<file path="config.mk">
export PLATFORM = sky130hd
export DESIGN_NAME = order_dispatcher_flat
export DESIGN_NICKNAME = d
export VERILOG_FILES = /design/src/rtl/order_dispatcher_if.sv /design/src/rtl/order_dispatcher.sv /design/src/flat_wrapper.sv
export SDC_FILE = /design/constraint.sdc
export NUM_CORES = 1
export LEC_CHECK = 0
export ABC_AREA = 0
export CAP_MARGIN = 10
export CORE_UTILIZATION = 30
export CTS_BUF_LIST = sky130_fd_sc_hd__clkbuf_8
export DETAILED_ROUTE_END_ITERATION = 16
export PLACE_DENSITY = 0.46
export SLEW_MARGIN = 20
export SYNTH_ARGS = -nofsm -noshare
export SYNTH_HDL_FRONTEND = slang
export SYNTH_SLANG_ARGS = --single-unit
export TNS_END_PERCENT = 1
</file>
<file path="constraint.sdc">
create_clock -name i_clk -period 10.6 [get_ports i_clk]
set_clock_uncertainty 0.1 [all_clocks]
set_input_delay 2.12 -clock i_clk [delete_from_list [all_inputs] [get_ports i_clk]]
set_output_delay 2.12 -clock i_clk [all_outputs]
set_load 0.02 [all_outputs]
</file>
<file path="src/rtl/order_dispatcher_if.sv">
// Parser-side order inputs and book-side issue outputs of the order dispatcher.
// The stats counters exist only when DISPATCH_STATS_EN is defined.
interface order_dispatcher_if #(
    parameter int REG_WIDTH  = 32,
    parameter int FIFO_DEPTH = 8
);
    localparam int LW = $clog2(FIFO_DEPTH) + 1;

    logic                 i_valid;
    logic [1:0]           i_stock_symbol;
    logic [REG_WIDTH-1:0] i_order_id;
    logic [REG_WIDTH-1:0] i_price;
    logic [REG_WIDTH-1:0] i_quantity;
    logic [1:0]           i_order_type;
    logic                 i_trade_type;
    logic [3:0]           i_book_busy;

    logic [3:0]           o_book_valid;
    logic [REG_WIDTH-1:0] o_order_id;
    logic [REG_WIDTH-1:0] o_price;
    logic [REG_WIDTH-1:0] o_quantity;
    logic [1:0]           o_order_type;
    logic                 o_trade_type;
    logic [LW-1:0]        o_fifo_level;
    logic                 o_fifo_full;
    logic                 o_fifo_empty;
    logic                 o_drop;
`ifdef DISPATCH_STATS_EN
    logic [31:0]          o_issue_count;
    logic [31:0]          o_drop_count;
`endif

    modport slave (
        input  i_valid, i_stock_symbol, i_order_id, i_price, i_quantity,
               i_order_type, i_trade_type, i_book_busy,
        output o_book_valid, o_order_id, o_price, o_quantity, o_order_type,
               o_trade_type, o_fifo_level, o_fifo_full, o_fifo_empty, o_drop
`ifdef DISPATCH_STATS_EN
        , output o_issue_count, o_drop_count
`endif
    );

    modport master (
        output i_valid, i_stock_symbol, i_order_id, i_price, i_quantity,
               i_order_type, i_trade_type, i_book_busy,
        input  o_book_valid, o_order_id, o_price, o_quantity, o_order_type,
               o_trade_type, o_fifo_level, o_fifo_full, o_fifo_empty, o_drop
`ifdef DISPATCH_STATS_EN
        , input o_issue_count, o_drop_count
`endif
    );
endinterface

</file>
<file path="src/rtl/order_dispatcher.sv">
// In-order FIFO dispatcher from the parser to four per-stock books, honouring book busy.
// Optional issue/drop counters are enabled by DISPATCH_STATS_EN.
module order_dispatcher #(
    parameter int REG_WIDTH  = 32,
    parameter int FIFO_DEPTH = 8
) (
    input logic               i_clk,
    input logic               i_rst,
    order_dispatcher_if.slave bus
);
    localparam int AW = $clog2(FIFO_DEPTH);
    localparam int LW = AW + 1;

    typedef struct packed {
        logic [1:0]           sym;
        logic [REG_WIDTH-1:0] id;
        logic [REG_WIDTH-1:0] price;
        logic [REG_WIDTH-1:0] qty;
        logic [1:0]           otype;
        logic                 trade;
    } entry_t;

    typedef enum logic {IDLE, GUARD} state_t;

    entry_t        mem [FIFO_DEPTH];
    entry_t        head;
    logic [AW-1:0] wr_ptr, rd_ptr;
    logic [LW-1:0] level_q, level_d;
    logic          full, empty;
    logic          full_q, empty_q;
    logic          push, pop, drop;
    state_t        state_q, state_d;

    assign head  = mem[rd_ptr];
    assign full  = (level_q == LW'(FIFO_DEPTH));
    assign empty = (level_q == '0);

    // A full FIFO still accepts when the head leaves in the same cycle.
    assign push = bus.i_valid && (!full || pop);
    assign drop = bus.i_valid && full && !pop;

    always_comb begin
        state_d = state_q;
        pop     = 1'b0;
        case (state_q)
            IDLE: if (!empty && !bus.i_book_busy[head.sym]) begin
                pop     = 1'b1;
                state_d = GUARD;
            end
            GUARD: state_d = IDLE;
            default: state_d = IDLE;
        endcase
    end

    always_comb begin
        level_d = level_q;
        if (push && !pop)      level_d = level_q + LW'(1);
        else if (pop && !push) level_d = level_q - LW'(1);
    end

    always_ff @(posedge i_clk or posedge i_rst) begin
        if (i_rst) begin
            state_q <= IDLE;
            wr_ptr  <= '0;
            rd_ptr  <= '0;
            level_q <= '0;
            full_q  <= 1'b0;
            empty_q <= 1'b1;
        end else begin
            state_q <= state_d;
            level_q <= level_d;
            full_q  <= (level_d == LW'(FIFO_DEPTH));
            empty_q <= (level_d == '0);
            if (push) wr_ptr <= wr_ptr + AW'(1);
            if (pop)  rd_ptr <= rd_ptr + AW'(1);
        end
    end

    // Storage needs no reset: the pointers define which entries are live.
    always_ff @(posedge i_clk) begin
        if (push)
            mem[wr_ptr] <= '{sym: bus.i_stock_symbol, id: bus.i_order_id,
                             price: bus.i_price, qty: bus.i_quantity,
                             otype: bus.i_order_type, trade: bus.i_trade_type};
    end

    always_ff @(posedge i_clk or posedge i_rst) begin
        if (i_rst) begin
            bus.o_book_valid <= '0;
            bus.o_order_id   <= '0;
            bus.o_price      <= '0;
            bus.o_quantity   <= '0;
            bus.o_order_type <= '0;
            bus.o_trade_type <= 1'b0;
            bus.o_drop       <= 1'b0;
        end else begin
            bus.o_drop       <= drop;
            bus.o_book_valid <= '0;
            if (pop) begin
                bus.o_book_valid[head.sym] <= 1'b1;
                bus.o_order_id             <= head.id;
                bus.o_price                <= head.price;
                bus.o_quantity             <= head.qty;
                bus.o_order_type           <= head.otype;
                bus.o_trade_type           <= head.trade;
            end
        end
    end

    assign bus.o_fifo_level = level_q;
    assign bus.o_fifo_full  = full_q;
    assign bus.o_fifo_empty = empty_q;

`ifdef DISPATCH_STATS_EN
    logic [31:0] issue_cnt, drop_cnt;

    always_ff @(posedge i_clk or posedge i_rst) begin
        if (i_rst) begin
            issue_cnt <= '0;
            drop_cnt  <= '0;
        end else begin
            if (pop)  issue_cnt <= issue_cnt + 32'd1;
            if (drop) drop_cnt  <= drop_cnt + 32'd1;
        end
    end

    assign bus.o_issue_count = issue_cnt;
    assign bus.o_drop_count  = drop_cnt;
`endif
endmodule
</file>
<file path="src/flat_wrapper.sv">
// flat-port wrapper written by rule: the top's interface ports become plain ports
module order_dispatcher_flat 
#(
    parameter int REG_WIDTH  = 32,
    parameter int FIFO_DEPTH = 8
)
  (i_clk, i_rst, bus_i_valid, bus_i_stock_symbol, bus_i_order_id, bus_i_price, bus_i_quantity, bus_i_order_type, bus_i_trade_type, bus_i_book_busy, bus_o_book_valid, bus_o_order_id, bus_o_price, bus_o_quantity, bus_o_order_type, bus_o_trade_type, bus_o_fifo_level, bus_o_fifo_full, bus_o_fifo_empty, bus_o_drop);
  order_dispatcher_if #(.REG_WIDTH(REG_WIDTH), .FIFO_DEPTH(FIFO_DEPTH)) bus_i ();
  input logic i_clk;
  input logic i_rst;
  input wire logic [$bits(bus_i.i_valid)-1:0] bus_i_valid;
  input wire logic [$bits(bus_i.i_stock_symbol)-1:0] bus_i_stock_symbol;
  input wire logic [$bits(bus_i.i_order_id)-1:0] bus_i_order_id;
  input wire logic [$bits(bus_i.i_price)-1:0] bus_i_price;
  input wire logic [$bits(bus_i.i_quantity)-1:0] bus_i_quantity;
  input wire logic [$bits(bus_i.i_order_type)-1:0] bus_i_order_type;
  input wire logic [$bits(bus_i.i_trade_type)-1:0] bus_i_trade_type;
  input wire logic [$bits(bus_i.i_book_busy)-1:0] bus_i_book_busy;
  output wire logic [$bits(bus_i.o_book_valid)-1:0] bus_o_book_valid;
  output wire logic [$bits(bus_i.o_order_id)-1:0] bus_o_order_id;
  output wire logic [$bits(bus_i.o_price)-1:0] bus_o_price;
  output wire logic [$bits(bus_i.o_quantity)-1:0] bus_o_quantity;
  output wire logic [$bits(bus_i.o_order_type)-1:0] bus_o_order_type;
  output wire logic [$bits(bus_i.o_trade_type)-1:0] bus_o_trade_type;
  output wire logic [$bits(bus_i.o_fifo_level)-1:0] bus_o_fifo_level;
  output wire logic [$bits(bus_i.o_fifo_full)-1:0] bus_o_fifo_full;
  output wire logic [$bits(bus_i.o_fifo_empty)-1:0] bus_o_fifo_empty;
  output wire logic [$bits(bus_i.o_drop)-1:0] bus_o_drop;
  assign bus_i.i_valid = bus_i_valid;
  assign bus_i.i_stock_symbol = bus_i_stock_symbol;
  assign bus_i.i_order_id = bus_i_order_id;
  assign bus_i.i_price = bus_i_price;
  assign bus_i.i_quantity = bus_i_quantity;
  assign bus_i.i_order_type = bus_i_order_type;
  assign bus_i.i_trade_type = bus_i_trade_type;
  assign bus_i.i_book_busy = bus_i_book_busy;
  assign bus_o_book_valid = bus_i.o_book_valid;
  assign bus_o_order_id = bus_i.o_order_id;
  assign bus_o_price = bus_i.o_price;
  assign bus_o_quantity = bus_i.o_quantity;
  assign bus_o_order_type = bus_i.o_order_type;
  assign bus_o_trade_type = bus_i.o_trade_type;
  assign bus_o_fifo_level = bus_i.o_fifo_level;
  assign bus_o_fifo_full = bus_i.o_fifo_full;
  assign bus_o_fifo_empty = bus_i.o_fifo_empty;
  assign bus_o_drop = bus_i.o_drop;
  order_dispatcher #(.REG_WIDTH(REG_WIDTH), .FIFO_DEPTH(FIFO_DEPTH)) u_core (.i_clk(i_clk), .i_rst(i_rst), .bus(bus_i));
endmodule
</file>
# == After elaboration in Yosys (flattened, before gate mapping) ==
# Memories as Yosys holds them, arrays and structs flattened.
# Cells that the tools add are included.
# Widths: inputs -> output; s select.
# word_totals
ff_bits,117
mem_bits_rw,808
in_bits,108
wordCells,50
mem_count,1
# mem_list
name,words,width,read_ports,rd_ports_with_merged_regs,wr,line_no,source
u_core.mem,8,101,1,0,1,order_dispatcher.sv:25,entry_t mem [FIFO_DEPTH];
# classes
n_addsub,4
magnitude_cmp,2
eq_ne,2
n_mux,12
bitwise_logic,1
reduce_logical,15
# ops
cell,n
$mux 4,3
$eq 4x4->1 const B,2
$logic_not 4->1,2
$logic_and 1x1->1,7
$add 3x1->3 const B,2
$mux 1,6
$logic_not 1->1,5
$add 4x1->4 const B,1
$sub 4x1->4 const B,1
$lt 2x3->1 const B,1
$bmux 1 s2,1
$demux 1 s2,1
$ge 2x1->1 const B,1
$pmux 1 s2,1
$logic_or 1x1->1,1
$not 1->1,1

# == Longest topological paths before layout ==
# An unclocked memory read counts as a cell.
# logic_depth
depth_word,14
depth_mapped,10
ltp_nobuf,9

# == Worst setup path after synthesis ==
# Ideal clock, no wire load.
# synth_timing
kind,input to register
startpoint,input port bus_i_book_busy[3]
endpoint,"memory u_core.mem[5][0] in the netlist's numbering, enable pin"
setup_ps,705
t_arrival_ps,10442
path_slack_ps,-648
cell_stages,6
n_path_buf,1
path_cell_list,mux2_4 > o22a_4 > buf_6 > a21boi_4 > nand2_2 > nor3b_1
# synth_via
elab_chain_len,10
# synth_rtl
element,line_no,source
"start, declared",flat_wrapper.sv:18,input wire logic [$bits(bus_i.i_book_busy)-1:0] bus_i_book_busy;
$bmux 1 s2,order_dispatcher.sv:46,IDLE: if (!empty && !bus.i_book_busy[head.sym]) begin
$mux 1 (implied by the code),order_dispatcher.sv:46,
$logic_not 1->1,order_dispatcher.sv:46,
$logic_and 1x1->1,order_dispatcher.sv:46,
$mux 1,order_dispatcher.sv:46,
$mux 1,order_dispatcher.sv:45,case (state_q)
$logic_or 1x1->1,order_dispatcher.sv:39,assign push = bus.i_valid && (!full || pop);
$logic_and 1x1->1,order_dispatcher.sv:39,
$mux 1,order_dispatcher.sv:81,if (push)
$mux 1 (implied by the code),order_dispatcher.sv:82,"mem[wr_ptr] <= '{sym: bus.i_stock_symbol, id: bus.i_order_id,"
"end, declared",order_dispatcher.sv:25,
# Every way passes these cells. The select of a mux whose other input is x is not followed.

# == Worst setup path in the final report ==
# layout_timing
startpoint,register u_core.rd_ptr[0]
endpoint,"memory u_core.mem[5][84] in the netlist's numbering, enable pin"
# layout_via
elab_chain_len,11
# layout_rtl
element,line_no,source
"start, declared",order_dispatcher.sv:27,"logic [AW-1:0] wr_ptr, rd_ptr;"
"start signal, assigned",order_dispatcher.sv:75,if (pop) rd_ptr <= rd_ptr + AW'(1);
$mem_v2 8x101,n/a,
$bmux 1 s2,order_dispatcher.sv:46,
$mux 1 (implied by the code),order_dispatcher.sv:46,
$logic_not 1->1,order_dispatcher.sv:46,
$logic_and 1x1->1,order_dispatcher.sv:46,
$mux 1,order_dispatcher.sv:46,
$mux 1,order_dispatcher.sv:45,
$logic_or 1x1->1,order_dispatcher.sv:39,
$logic_and 1x1->1,order_dispatcher.sv:39,
$mux 1,order_dispatcher.sv:81,
$mux 1 (implied by the code),order_dispatcher.sv:82,
# Every way passes these cells. The select of a mux whose other input is x is not followed.

==> results.sh <==
export IMPL_outcome="complete, no violations"
export IMPL_yosys_top_cells_area="edfxtp_1, mux4_2, dfrtp_1"
export IMPL_gp_congestion=0.693
export IMPL_drtPass1Iterations=4
export IMPL_hold_path_class="reg -> reg"
export IMPL_cts_tree="built"
export IMPL_globalRoute_totalOverflow=0
export IMPL_max_slew_margin=0.277
export IMPL_synth_most_common_cell="edfxtp_1"
export IMPL_fillCellCount=10700
export IMPL_cts_resized=0
export IMPL_cp_required_ps=10910
export IMPL_ys_types=42
export IMPL_avgRoutedWirePerCell_um=23.3
export IMPL_fp_dieW_um=341
export IMPL_crit_fanout=43
export IMPL_routed_via_density=4.57
export IMPL_grt_pass1_vias=17600
export IMPL_portBuffers=217
export IMPL_peakVddDrop_mv=0.159
export IMPL_die_h_um=341
export IMPL_worstSetupPathType="reg -> reg"
export IMPL_layout_drive_gt1_share=0.225
export IMPL_syn_inst=1582
export IMPL_clkTransAtPathRegs_ps=60
export IMPL_start_util=0.302
export IMPL_leakage_nw=14.0
export IMPL_ys_async_sr_fraction=0.126
export IMPL_htreeDepth=4
export IMPL_die_area_um2=116000
export IMPL_clock_path_buffers=3
export IMPL_crit_top_cell="buf_4"
export IMPL_period_share=0.511
export IMPL_rsz0062_at_grt="false"
export IMPL_dp_cells=3263
export IMPL_grtUsageMet1=0.188
export IMPL_synth_common_cells="edfxtp_1, mux4_2, dfrtp_1"
export IMPL_syn_nets=1694
export IMPL_ys_warn_count=0
export IMPL_stdcell_area_um2=41600
export IMPL_drc=0
export IMPL_setup_viol=0
export IMPL_dpl_cell_area_um2=38600
export IMPL_start_kind="flop"
export IMPL_met2_usage=0.232
export IMPL_drt_iter0_drc=976
export IMPL_grt_start_max_net_pins=105
export IMPL_holdBufCountCts=0
export IMPL_syn_area_um2=34500
export IMPL_ant_nets=0
export IMPL_root_buffer="clkbuf_8"
export IMPL_synth_top_cell_area_share=0.703
export IMPL_crit_path_end_kind="flop"
export IMPL_core_area_um2=114000
export IMPL_cp_arrival_ps=5730
export IMPL_cp_slowest_cell="buf_4"
export IMPL_hold_viol=0
export IMPL_numCtsBuffers=161
export IMPL_critical_path_buf_inv_count=3
export IMPL_clkSinkCount=925
export IMPL_period_needed_ps=5420
export IMPL_synth_seq_cells=925
export IMPL_post_cts_setup_buffer_count=0
export IMPL_syn_to_final_growth_pct=20.5
export IMPL_rows=124
export IMPL_fmax_ghz=0.185
export IMPL_powerDensity_nw_per_um2=281
export IMPL_synth_avg_cell_area_um2=21.8
export IMPL_num_io_pins=218
export IMPL_ys_seq_area_frac=0.788
export IMPL_grt_usage=0.144
export IMPL_crit_family="buffers and inverters"
export IMPL_grt_pass1_wl_um=121000
export IMPL_synth_flop_cell="edfxtp_1"
export IMPL_totalWireLength_um=83200
export IMPL_gr_usage_met3=0.0423
export IMPL_final_max_slew_viol_count=0
export IMPL_maxCapViolCount=0
export IMPL_grt_busiest_layer="met2"
export IMPL_setup_tns_ps=0
export IMPL_fin_cells=3567
export IMPL_crit_chain="buf_4 > mux4_2 > mux2i_1 > nand2_1 > o22a_4 > a21boi_4 > nand2_2 > nor3b_4 > buf_4 > buf_4"
export IMPL_synth_edff_count=808
export IMPL_tightest_slew_ps=1080
export IMPL_place_hpwl_um=46700
export IMPL_clk_latency_ps=820
export IMPL_antenna_found_initial=19
export IMPL_nets=2026
export IMPL_vias=16300
export IMPL_yosysTopAreaCell="edfxtp_1"
export IMPL_slowest_delay_ps=760
metrics by stage:
step / hold WS, ps / worst slack, ps / total power, mW / utilization
after global placement: 363 / 4840 / 8.84 / 0.338
after global routing: 399 / 4800 / 12.4 / 0.364
after detailed placement: 371 / 4830 / 8.88 / 0.338
after CTS: 383 / 5000 / 12.0 / 0.364
final: 376 / 5180 / 11.7 / 0.364
after floorplan: 397 / -647 / 7.48 / -
final timing paths:
check | start | end | depth (start not counted) | slack [ps]
hold / removal | u_core.bus.o_quantity[25] | u_core.bus.o_quantity[25] | 2 | 380
min in group asynchronous | i_rst | u_core.bus.o_order_type[0] | 2 | 1790
max in group asynchronous | i_rst | u_core.rd_ptr[0] | 3 | 7310
hold reg to reg | u_core.bus.o_quantity[25] | u_core.bus.o_quantity[25] | 2 | 380
setup reg to reg | u_core.rd_ptr[0] | u_core.mem[5][84] | 10 | 5180
setup / recovery | u_core.rd_ptr[0] | u_core.mem[5][84] | 10 | 5180
power breakdown:
group          internal, mW  total, mW  leakage, nW  switching, mW
combinational          1.57       3.62         3.43           2.05
clock                  1.57       3.03         1.81           1.45
sequential             4.71       5.03         8.77          0.323
layout by cell type, fill, tap and decap left out, types with 14 or more instances in the layout:
cell type,instances
edfxtp_1,808
buf_4,32
clkinv_1,25
mux4_2,201
clkinv_2,14
o21ai_0,100
mux2i_1,104
nand2_1,112
inv_1,75
dfrtp_1,113
clkbuf_8,171
clkdlybuf4s50_1,217
state kept, by name, indices dropped and copies added, names as in the netlist:
name,count
u_core.bus.o_book_valid,4
u_core.bus.o_drop,1
u_core.bus.o_fifo_empty,1
u_core.bus.o_fifo_full,1
u_core.bus.o_fifo_level,4
u_core.bus.o_order_id,32
u_core.bus.o_order_type,2
u_core.bus.o_price,32
u_core.bus.o_quantity,32
u_core.bus.o_trade_type,1
u_core.mem,808
u_core.rd_ptr,3
u_core.state_q,1
u_core.wr_ptr,3
metal layers:
metal	wire length, um	vias to the layer above
met3	4530	137
met2	40800	369
li1	-	7173
met5	107	-
met1	36200	8589
met4	1600	18
final cells by class:
class	count	area, um^2	share of cell area
Antenna cell	7	17.5	0.000421
Clock buffer	171	2350	0.0566
Sequential cell	925	27200	0.654
Inverter	4	21.3	0.000511
Timing Repair Buffer	250	2420	0.0583
Multi-Input combinational cell	572	7020	0.169
Tap cell	1512	1890	0.0455
Clock inverter	126	659	0.0159
cell families after synthesis:
logic type      after synthesis  share of synthesized area
mux                         310                      0.163
xor+xnor                      7                    0.00178
flops                       925                      0.788
simple gates                140                     0.0175
buf+inv                      85                     0.0103
fa+ha+maj                     4                    0.00145
compound gates              111                     0.0178
worst reg2reg max path, stage by stage (launching register included):
cell      delay, ps
dfrtp_4         630
buf_4           770
mux4_2          660
mux2i_1         340
nand2_1         150
o22a_4          390
a21boi_4        290
nand2_2         170
nor3b_4         250
buf_4           510
buf_4           720
Note: power is estimated with default switching activity, not from simulation.
